`src/rtl/lvt_port_scheduler_if.sv`:
```
// Purpose : bundles requester, response, clear-control and memory-port signals of lvt_port_scheduler.
// Latency : none; wires only.
// Backpress: req_valid/req_ready handshake per requester; rsp_valid has no backpressure.
// Modports : slave  = scheduler side (drives req_ready, rsp_*, clr_done, busy, wr*/rd0 controls)
//            master = requester/memory side (drives req_*, clr_req, rd0_data)
interface lvt_port_scheduler_if #(
    parameter int N_REQ  = 4,
    parameter int ADDR_W = 7,
    parameter int DATA_W = 32,
    parameter int ID_W   = 2
);
    logic [N_REQ-1:0]        req_valid;
    logic [N_REQ-1:0]        req_we;
    logic [N_REQ*ADDR_W-1:0] req_addr;
    logic [N_REQ*DATA_W-1:0] req_wdata;
    logic [N_REQ-1:0]        req_ready;

    logic                    rsp_valid;
    logic [ID_W-1:0]         rsp_id;
    logic [DATA_W-1:0]       rsp_data;

    logic                    clr_req;
    logic                    clr_done;
    logic                    busy;

    logic                    wr0_en;
    logic [ADDR_W-1:0]       wr0_addr;
    logic [DATA_W-1:0]       wr0_data;
    logic                    wr1_en;
    logic [ADDR_W-1:0]       wr1_addr;
    logic [DATA_W-1:0]       wr1_data;
    logic                    rd0_en;
    logic [ADDR_W-1:0]       rd0_addr;
    logic [DATA_W-1:0]       rd0_data;

    modport slave (
        input  req_valid, req_we, req_addr, req_wdata, clr_req, rd0_data,
        output req_ready, rsp_valid, rsp_id, rsp_data, clr_done, busy,
               wr0_en, wr0_addr, wr0_data, wr1_en, wr1_addr, wr1_data,
               rd0_en, rd0_addr
    );

    modport master (
        output req_valid, req_we, req_addr, req_wdata, clr_req, rd0_data,
        input  req_ready, rsp_valid, rsp_id, rsp_data, clr_done, busy,
               wr0_en, wr0_addr, wr0_data, wr1_en, wr1_addr, wr1_data,
               rd0_en, rd0_addr
    );
endinterface

```
`src/rtl/lvt_port_scheduler.sv`:
```
// Purpose : round-robin scheduler sharing a 2W/1R live-value-table among N_REQ requesters, with clear sweep.
// Latency : grants and memory controls are combinational; read response one cycle after grant.
// Backpress: ungranted requesters see req_ready=0 and hold; all readies 0 while clearing.
// Ports    : clk, rst (async active-high); bus = lvt_port_scheduler_if.slave carrying requests,
//            read responses, clr_req/clr_done/busy and the wr0/wr1/rd0 memory port controls.
// Option   : define LVT_SCHED_RAW_FWD_EN to grant same-address reads alongside a write and
//            forward the write data into the response instead of stalling the read.
module lvt_port_scheduler #(
    parameter int N_REQ  = 4,
    parameter int ADDR_W = 7,
    parameter int DATA_W = 32,
    parameter int ID_W   = 2
) (
    input  logic                clk,
    input  logic                rst,
    lvt_port_scheduler_if.slave bus
);
    localparam int PTR_W = (N_REQ > 1) ? $clog2(N_REQ) : 1;
    localparam logic [ADDR_W-1:0] CLR_LAST = ADDR_W'((2 ** ADDR_W) - 2);

    typedef enum logic [1:0] {ST_RUN, ST_CLEAR, ST_DONE} state_t;

    state_t            r_state;
    logic [PTR_W-1:0]  r_rr_ptr;
    logic [ADDR_W-1:0] r_clr_cnt;
    logic              r_busy;
    logic              r_clr_done;
    logic              r_rsp_valid;
    logic [ID_W-1:0]   r_rsp_id;
`ifdef LVT_SCHED_RAW_FWD_EN
    logic              r_fwd_vld;
    logic [DATA_W-1:0] r_fwd_data;
`endif

    logic              w_run;
    logic [PTR_W-1:0]  w_scan  [N_REQ];
    logic [ADDR_W-1:0] w_addr  [N_REQ];
    logic [DATA_W-1:0] w_wdata [N_REQ];

    // Holding reset forces every combinational output to its idle value too.
    assign w_run = (r_state == ST_RUN) && !rst;

    // Scan order: requester index visited at step g is (rr_ptr + g) mod N_REQ.
    for (genvar g = 0; g < N_REQ; g++) begin : g_req
        logic [PTR_W:0] w_sum;
        assign w_sum      = {1'b0, r_rr_ptr} + (PTR_W+1)'(g);
        assign w_scan[g]  = (w_sum >= (PTR_W+1)'(N_REQ)) ? PTR_W'(w_sum - (PTR_W+1)'(N_REQ))
                                                           : w_sum[PTR_W-1:0];
        assign w_addr[g]  = bus.req_addr[g*ADDR_W +: ADDR_W];
        assign w_wdata[g] = bus.req_wdata[g*DATA_W +: DATA_W];
    end

    logic             w_w0_vld, w_w1_vld, w_w1_seen, w_rd_cand, w_rd_vld;
    logic [PTR_W-1:0] w_w0_idx, w_w1_idx, w_rd_idx;
    logic [PTR_W-1:0] w_w0_k, w_w1_k, w_rd_k, w_last_k;
    logic             w_rd_hit0, w_rd_hit1;
    logic [PTR_W:0]   w_next_sum;
    logic [PTR_W-1:0] w_next_ptr;
    logic [N_REQ-1:0] w_ready;

    always_comb begin
        w_w0_vld  = 1'b0;
        w_w0_idx  = '0;
        w_w0_k    = '0;
        w_w1_vld  = 1'b0;
        w_w1_idx  = '0;
        w_w1_k    = '0;
        w_w1_seen = 1'b0;
        w_rd_cand = 1'b0;
        w_rd_idx  = '0;
        w_rd_k    = '0;
        for (int k = 0; k < N_REQ; k++) begin
            if (w_run && bus.req_valid[w_scan[k]]) begin
                if (bus.req_we[w_scan[k]]) begin
                    if (!w_w0_vld) begin
                        w_w0_vld = 1'b1;
                        w_w0_idx = w_scan[k];
                        w_w0_k   = PTR_W'(k);
                    end else if (!w_w1_seen) begin
                        // Only the second write in scan order may take port 1; if it
                        // collides with port 0 it waits, so same-address writes keep order.
                        w_w1_seen = 1'b1;
                        if (w_addr[w_scan[k]] != w_addr[w_w0_idx]) begin
                            w_w1_vld = 1'b1;
                            w_w1_idx = w_scan[k];
                            w_w1_k   = PTR_W'(k);
                        end
                    end
                end else if (!w_rd_cand) begin
                    w_rd_cand = 1'b1;
                    w_rd_idx  = w_scan[k];
                    w_rd_k    = PTR_W'(k);
                end
            end
        end

        w_rd_hit0 = w_w0_vld && (w_addr[w_rd_idx] == w_addr[w_w0_idx]);
        w_rd_hit1 = w_w1_vld && (w_addr[w_rd_idx] == w_addr[w_w1_idx]);
`ifdef LVT_SCHED_RAW_FWD_EN
        w_rd_vld  = w_rd_cand;
`else
        // The memory reads the old value during a same-cycle write, so stall the read.
        w_rd_vld  = w_rd_cand && !w_rd_hit0 && !w_rd_hit1;
`endif

        w_last_k = '0;
        if (w_w0_vld) w_last_k = w_w0_k;
        if (w_w1_vld && (w_w1_k > w_last_k)) w_last_k = w_w1_k;
        if (w_rd_vld && (w_rd_k > w_last_k)) w_last_k = w_rd_k;
        w_next_sum = {1'b0, r_rr_ptr} + {1'b0, w_last_k} + (PTR_W+1)'(1);
        w_next_ptr = (w_next_sum >= (PTR_W+1)'(N_REQ)) ? PTR_W'(w_next_sum - (PTR_W+1)'(N_REQ))
                                                        : w_next_sum[PTR_W-1:0];

        w_ready = '0;
        if (w_w0_vld) w_ready[w_w0_idx] = 1'b1;
        if (w_w1_vld) w_ready[w_w1_idx] = 1'b1;
        if (w_rd_vld) w_ready[w_rd_idx] = 1'b1;
    end

    logic              w_wr0_en, w_wr1_en, w_rd0_en;
    logic [ADDR_W-1:0] w_wr0_addr, w_wr1_addr, w_rd0_addr;
    logic [DATA_W-1:0] w_wr0_data, w_wr1_data;

    always_comb begin
        w_wr0_en   = w_w0_vld;
        w_wr0_addr = w_w0_vld ? w_addr[w_w0_idx]  : '0;
        w_wr0_data = w_w0_vld ? w_wdata[w_w0_idx] : '0;
        w_wr1_en   = w_w1_vld;
        w_wr1_addr = w_w1_vld ? w_addr[w_w1_idx]  : '0;
        w_wr1_data = w_w1_vld ? w_wdata[w_w1_idx] : '0;
        w_rd0_en   = w_rd_vld;
        w_rd0_addr = w_rd_vld ? w_addr[w_rd_idx]  : '0;
        if ((r_state == ST_CLEAR) && !rst) begin
            w_wr0_en   = 1'b1;
            w_wr0_addr = r_clr_cnt;
            w_wr0_data = '0;
            w_wr1_en   = 1'b1;
            w_wr1_addr = r_clr_cnt + ADDR_W'(1);
            w_wr1_data = '0;
        end
    end

    assign bus.req_ready = w_ready;
    assign bus.wr0_en    = w_wr0_en;
    assign bus.wr0_addr  = w_wr0_addr;
    assign bus.wr0_data  = w_wr0_data;
    assign bus.wr1_en    = w_wr1_en;
    assign bus.wr1_addr  = w_wr1_addr;
    assign bus.wr1_data  = w_wr1_data;
    assign bus.rd0_en    = w_rd0_en;
    assign bus.rd0_addr  = w_rd0_addr;
    assign bus.busy      = r_busy;
    assign bus.clr_done  = r_clr_done;
    assign bus.rsp_valid = r_rsp_valid;
    assign bus.rsp_id    = r_rsp_id;
`ifdef LVT_SCHED_RAW_FWD_EN
    assign bus.rsp_data  = !r_rsp_valid ? '0 : (r_fwd_vld ? r_fwd_data : bus.rd0_data);
`else
    assign bus.rsp_data  = r_rsp_valid ? bus.rd0_data : '0;
`endif

    always_ff @(posedge clk or posedge rst) begin
        if (rst) begin
            r_state     <= ST_RUN;
            r_rr_ptr    <= '0;
            r_clr_cnt   <= '0;
            r_busy      <= 1'b0;
            r_clr_done  <= 1'b0;
            r_rsp_valid <= 1'b0;
            r_rsp_id    <= '0;
`ifdef LVT_SCHED_RAW_FWD_EN
            r_fwd_vld   <= 1'b0;
            r_fwd_data  <= '0;
`endif
        end else begin
            // Responses are independent of the FSM so a read granted in the last
            // RUN cycle still completes while the sweep begins.
            r_rsp_valid <= w_rd_vld;
            if (w_rd_vld) r_rsp_id <= ID_W'(w_rd_idx);
`ifdef LVT_SCHED_RAW_FWD_EN
            r_fwd_vld <= w_rd_vld && (w_rd_hit0 || w_rd_hit1);
            if (w_rd_vld) r_fwd_data <= w_rd_hit0 ? w_wdata[w_w0_idx] : w_wdata[w_w1_idx];
`endif
            if (w_w0_vld || w_w1_vld || w_rd_vld) r_rr_ptr <= w_next_ptr;

            case (r_state)
                ST_RUN: begin
                    if (bus.clr_req) begin
                        r_state   <= ST_CLEAR;
                        r_busy    <= 1'b1;
                        r_clr_cnt <= '0;
                    end
                end
                ST_CLEAR: begin
                    r_clr_cnt <= r_clr_cnt + ADDR_W'(2);
                    if (r_clr_cnt == CLR_LAST) begin
                        r_state    <= ST_DONE;
                        r_clr_done <= 1'b1;
                    end
                end
                ST_DONE: begin
                    r_state    <= ST_RUN;
                    r_busy     <= 1'b0;
                    r_clr_done <= 1'b0;
                end
                default: begin
                    r_state    <= ST_RUN;
                    r_busy     <= 1'b0;
                    r_clr_done <= 1'b0;
                end
            endcase
        end
    end
endmodule

```
`src/flat_wrapper.sv`:
```
// flat-port wrapper written by rule: the top's interface ports become plain ports
module lvt_port_scheduler_flat 
#(
    parameter int N_REQ  = 4,
    parameter int ADDR_W = 7,
    parameter int DATA_W = 32,
    parameter int ID_W   = 2
)
  (clk, rst, bus_req_valid, bus_req_we, bus_req_addr, bus_req_wdata, bus_clr_req, bus_rd0_data, bus_req_ready, bus_rsp_valid, bus_rsp_id, bus_rsp_data, bus_clr_done, bus_busy, bus_wr0_en, bus_wr0_addr, bus_wr0_data, bus_wr1_en, bus_wr1_addr, bus_wr1_data, bus_rd0_en, bus_rd0_addr);
  lvt_port_scheduler_if #(.N_REQ(N_REQ), .ADDR_W(ADDR_W), .DATA_W(DATA_W), .ID_W(ID_W)) bus_i ();
  input  logic clk;
  input  logic rst;
  input wire logic [$bits(bus_i.req_valid)-1:0] bus_req_valid;
  input wire logic [$bits(bus_i.req_we)-1:0] bus_req_we;
  input wire logic [$bits(bus_i.req_addr)-1:0] bus_req_addr;
  input wire logic [$bits(bus_i.req_wdata)-1:0] bus_req_wdata;
  input wire logic [$bits(bus_i.clr_req)-1:0] bus_clr_req;
  input wire logic [$bits(bus_i.rd0_data)-1:0] bus_rd0_data;
  output wire logic [$bits(bus_i.req_ready)-1:0] bus_req_ready;
  output wire logic [$bits(bus_i.rsp_valid)-1:0] bus_rsp_valid;
  output wire logic [$bits(bus_i.rsp_id)-1:0] bus_rsp_id;
  output wire logic [$bits(bus_i.rsp_data)-1:0] bus_rsp_data;
  output wire logic [$bits(bus_i.clr_done)-1:0] bus_clr_done;
  output wire logic [$bits(bus_i.busy)-1:0] bus_busy;
  output wire logic [$bits(bus_i.wr0_en)-1:0] bus_wr0_en;
  output wire logic [$bits(bus_i.wr0_addr)-1:0] bus_wr0_addr;
  output wire logic [$bits(bus_i.wr0_data)-1:0] bus_wr0_data;
  output wire logic [$bits(bus_i.wr1_en)-1:0] bus_wr1_en;
  output wire logic [$bits(bus_i.wr1_addr)-1:0] bus_wr1_addr;
  output wire logic [$bits(bus_i.wr1_data)-1:0] bus_wr1_data;
  output wire logic [$bits(bus_i.rd0_en)-1:0] bus_rd0_en;
  output wire logic [$bits(bus_i.rd0_addr)-1:0] bus_rd0_addr;
  assign bus_i.req_valid = bus_req_valid;
  assign bus_i.req_we = bus_req_we;
  assign bus_i.req_addr = bus_req_addr;
  assign bus_i.req_wdata = bus_req_wdata;
  assign bus_i.clr_req = bus_clr_req;
  assign bus_i.rd0_data = bus_rd0_data;
  assign bus_req_ready = bus_i.req_ready;
  assign bus_rsp_valid = bus_i.rsp_valid;
  assign bus_rsp_id = bus_i.rsp_id;
  assign bus_rsp_data = bus_i.rsp_data;
  assign bus_clr_done = bus_i.clr_done;
  assign bus_busy = bus_i.busy;
  assign bus_wr0_en = bus_i.wr0_en;
  assign bus_wr0_addr = bus_i.wr0_addr;
  assign bus_wr0_data = bus_i.wr0_data;
  assign bus_wr1_en = bus_i.wr1_en;
  assign bus_wr1_addr = bus_i.wr1_addr;
  assign bus_wr1_data = bus_i.wr1_data;
  assign bus_rd0_en = bus_i.rd0_en;
  assign bus_rd0_addr = bus_i.rd0_addr;
  lvt_port_scheduler #(.N_REQ(N_REQ), .ADDR_W(ADDR_W), .DATA_W(DATA_W), .ID_W(ID_W)) u_core (.clk(clk), .rst(rst), .bus(bus_i));
endmodule
```
`config.mk`:
```
export PLATFORM = sky130hd
export DESIGN_NAME = lvt_port_scheduler_flat
export DESIGN_NICKNAME = d
export VERILOG_FILES = /design/src/rtl/lvt_port_scheduler_if.sv /design/src/rtl/lvt_port_scheduler.sv /design/src/flat_wrapper.sv
export SDC_FILE = /design/constraint.sdc
export NUM_CORES = 1
export LEC_CHECK = 0
export CAP_MARGIN = 10
export CORE_MARGIN = 4
export CORE_UTILIZATION = 44
export CTS_BUF_LIST = sky130_fd_sc_hd__clkbuf_8
export DETAILED_ROUTE_END_ITERATION = 16
export PLACE_DENSITY = 0.83
export SLEW_MARGIN = 5
export SYNTH_ARGS = -nofsm -noshare
export SYNTH_HDL_FRONTEND = slang
export SYNTH_SLANG_ARGS = --single-unit
```
`constraint.sdc`:
```
create_clock -name clk -period 8.97 [get_ports clk]
set_clock_uncertainty 0.1 [all_clocks]
set_input_delay 2.2425 -clock clk [delete_from_list [all_inputs] [get_ports clk]]
set_output_delay 2.2425 -clock clk [all_outputs]
set_load 0.01 [all_outputs]
```
==> flow_summary.json <==
{
  "status": "complete, but fails checks",
  "violations": "setup timing",
  "p_leak_nw": 5.351,
  "syn_to_final_growth_pct": 88.59,
  "maxSlewViolCount": 0,
  "cts_buffer_depth": 2,
  "p_per_area_nw_per_um2": 118.3,
  "syn-num-nets": 1201,
  "arrival_ns": 6.89,
  "pwr-share-seq": 0.103,
  "p_sw_frac": 0.4991,
  "grt_first_pass_wirelength_mm": 63.75,
  "core-area_um2": 15310,
  "clock.fmax_mhz": 108.3,
  "ys.flop_type": "dfrtp_1",
  "cts_tree": "done",
  "fp-row-count": 45,
  "ys_ff_latch": 15,
  "clkTransAtPathRegs_ns": 0.07,
  "ant_nets": 0,
  "synth_xor_area_frac": 0.04668,
  "drt-total-wl_mm": 43.22,
  "synth_compound_area_frac": 0.3983,
  "synth_cell_type_count": 87,
  "avgSynthCellArea_um2": 6.970,
  "rsz0062_at_grt": "true",
  "worst_slack_ns": -0.2630,
  "htree_num_levels": 1,
  "async_flop_share": 1.000,
  "worstSkewPairLatency_ns": 0.25,
  "worstPathRequired_ns": 6.63,
  "yosysWarnings": 0,
  "grt_usage": 0.4438,
  "peakVddDrop_mv": 0.1205,
  "place_inst": 1715,
  "max_slew_margin": 0.4064,
  "vias": 11804,
  "die_area_um2": 17850,
  "synth_top_family_by_area": "compound AO/OA/AOI/OAI gates",
  "start_kind": "primary input",
  "drt_iter0_drc": 1473,
  "critPathMaxFanout": 6,
  "intPower_mw": 0.7758,
  "setup_viol": 24,
  "clkPwrFrac": 0.038,
  "root_buffer": "clkbuf_8",
  "instances_no_fill": 1764,
  "rrSetupSlack_ns": 1.39,
  "fin_hold_ws_ns": 0.4187,
  "cts.sinks": 15,
  "gp_congestion": 1.014,
  "synth_fa_ha_area_frac": 0.01081,
  "finalCriticalPeriod_ns": 9.233,
  "syn_area_um2": 6942,
  "numPortBuffers": 327,
  "drc": 0,
  "grt_max_degree": 36,
  "period_share": 1.029,
  "maxCapViolCount": 0,
  "die_w_um": 133.6,
  "power_mw": 1.549,
  "final_nets": 1758,
  "antenna_found_initial": 1,
  "synthesis.instances": 996,
  "path_class": "primary input to output pin",
  "grt_pass1_vias": 11414,
  "final_core_util": 0.8548,
  "overflow": 0,
  "crit_path_end_kind": "output pin",
  "wl_per_cell_um": 24.50,
  "hold_viol_final": 0,
  "synthMuxAreaShare": 0.1399,
  "seq_area_frac_synth": 0.05407,
  "synthSimpleGateAreaFrac": 0.2644,
  "ios": 328,
  "firstDrtPassIters": 6,
  "power_frac_comb": 0.859,
  "die_h_um": 133.6,
  "place_hpwl_mm": 33.14,
  "drive_gt1_frac": 0.3086,
  "viasPerCell": 6.692,
  "cts_buffers": 3,
  "synth_edf_count": 0,
  "tightest_slew_ns": 0.8904,
  "p_switching_mw": 0.7730,
  "initial_utilization": 0.4533,
  "hp-class": "flip-flop to flip-flop"
}
## power groups by stage
stage	clock [mW]	combinational [mW]	sequential, mW
after floorplan	0	0.646	0.120
after global placement	0	1.18	0.148
after detailed placement	0	1.20	0.150
after CTS	0.0579	1.27	0.154
after global routing	0.0610	1.39	0.163
final	0.0581	1.33	0.160
## sequential cells by signal (all words and copies together) (netlist names)
signal	cells
u_core.r_clr_cnt	6
u_core.bus.rsp_id	2
u_core.r_rr_ptr	2
u_core.r_state	2
u_core.bus.busy	1
u_core.bus.clr_done	1
u_core.bus.rsp_valid	1
## layout by cell type, fill, tap and decap left out, drive strengths merged, types with 7 or more instances in the layout
cell type	instances
o31ai	13
nor4	12
nor3	25
nand4	7
xor2	19
dfrtp	15
or3	9
a21oi	30
o22a	9
nor2	111
mux4	17
inv	30
dlymetal6s2s	12
clkdlybuf4s50	294
nand3	19
mux2i	49
xnor2	18
and2	44
and3	11
o221ai	80
nand2	76
a311oi	11
o21ai	51
o22ai	86
a211oi	9
o211ai	12
mux2	8
buf	355
## layout make-up
class,instances,area [µm²]
timing repair buffer,661,5892
tap,211,264.0
fill,904,2223
multi-input combinational,842,6391
inverter,30,115.1
sequential,15,377.9
clock inverter,1,7.507
clock buffer,3,41.29
antenna,1,2.502
## synthesized netlist by cell type (all sizes together), types with 5 or more instances
library cell	instances	area, µm²
o22ai	86	538.0
or4	6	60.05
nand2b	6	37.54
mux2	8	90.09
a32oi	6	52.55
o31ai	13	111.4
dfrtp	15	375.4
nor4	12	156.4
or3	9	61.31
a21oi	30	153.9
or2	5	31.28
a211oi	9	80.08
nor2b	5	31.28
o21ai	51	255.2
and3	11	73.82
o221ai	80	700.7
and2	44	277.8
nand4	7	43.79
nand2	76	285.3
mux2i	49	494.2
xnor2	18	157.7
mux4	17	386.6
inv	30	112.6
o2111ai	5	50.04
clkbuf	74	281.5
o211ai	12	95.09
nand3	19	107.6
buf	35	201.4
nor2	111	416.7
a31oi	5	31.28
ha	6	75.07
nor3	25	135.1
o22a	9	78.83
xor2	19	166.4
a311oi	11	96.34
## critical path, cell delays in order
cell and delay (ns):
buf_6 0.09, or3_4 0.42, or4_4 0.51, buf_6 0.16, nand4_1 0.12, a21oi_1 0.09
o22ai_1 0.21, xor2_1 0.30, o2111ai_2 0.18, buf_4 0.18, o31ai_4 0.26, buf_6 0.16
buf_6 0.10, a22oi_2 0.08, buf_4 0.16, a311oi_2 0.23, buf_4 0.17, nor4_4 0.04
xnor2_1 0.15, nor4b_2 0.36, a21oi_2 0.13, nand2b_4 0.13, buf_6 0.14, buf_6 0.10
nor2b_4 0.03, buf_2 0.13
## metal layers
layer / GRT usage / wire [µm] / vias up
met4: 0.2480 / 3388 / 0
met3: 0.1212 / 5477 / 277
met1: 0.5232 / 14930 / 5445
met2: 0.7288 / 19420 / 1049
li1: - / - / 5033
met5: 0 / 0 / -
## repair_timing
| action | 4_1_cts | 5_1_grt |
|---|---|---|
| buffers inserted | 38 | 9 |
| gates resized for setup | 182 | 37 |
| endpoints found under the setup margin | 52 | 50 |
| endpoints found under the hold margin | 0 | 0 |
| pin swaps | 49 | 15 |
| hold buffers | 0 | 0 |
## through the flow
step	cell area (µm²)	setup TNS [ns]	setup WS, ns
global placement	12280	-27.61	-1.292
floorplan	6942	0	0.1660
CTS	12900	-0.1462	-0.06217
detailed placement	12280	-32.46	-1.324
finish	13090	-3.283	-0.2630
global route	13090	-5.426	-0.3695
## kinds of logic (layout without fill, tap and decap cells)
kind of cell	after synthesis	in the layout
fa+ha+maj	6	6
xor+xnor	37	37
other cells	0	1
mux	74	74
flops	15	15
compound gates	376	376
buf+inv	139	695
simple gates	349	349
## worst paths after layout
| check | start | end | cells past startpoint |
|---|---|---|---|
| worst max-delay path | rst | bus_rd0_addr[1] | 26 |
| worst min-delay path | u_core.bus.busy$_DFFE_PP0P_ | u_core.bus.busy$_DFFE_PP0P_ | 2 |
| worst max register to register | u_core.r_rr_ptr[0]$_DFFE_PP0P_ | u_core.r_rr_ptr[1]$_DFFE_PP0P_ | 29 |
| worst min register to register | u_core.bus.busy$_DFFE_PP0P_ | u_core.bus.busy$_DFFE_PP0P_ | 2 |
| max in group asynchronous | rst | u_core.r_rr_ptr[0]$_DFFE_PP0P_ | 3 |
| min in group asynchronous | rst | u_core.r_clr_cnt[3]$_DFFE_PP0P_ | 3 |
(Power assumes the default switching activity.)
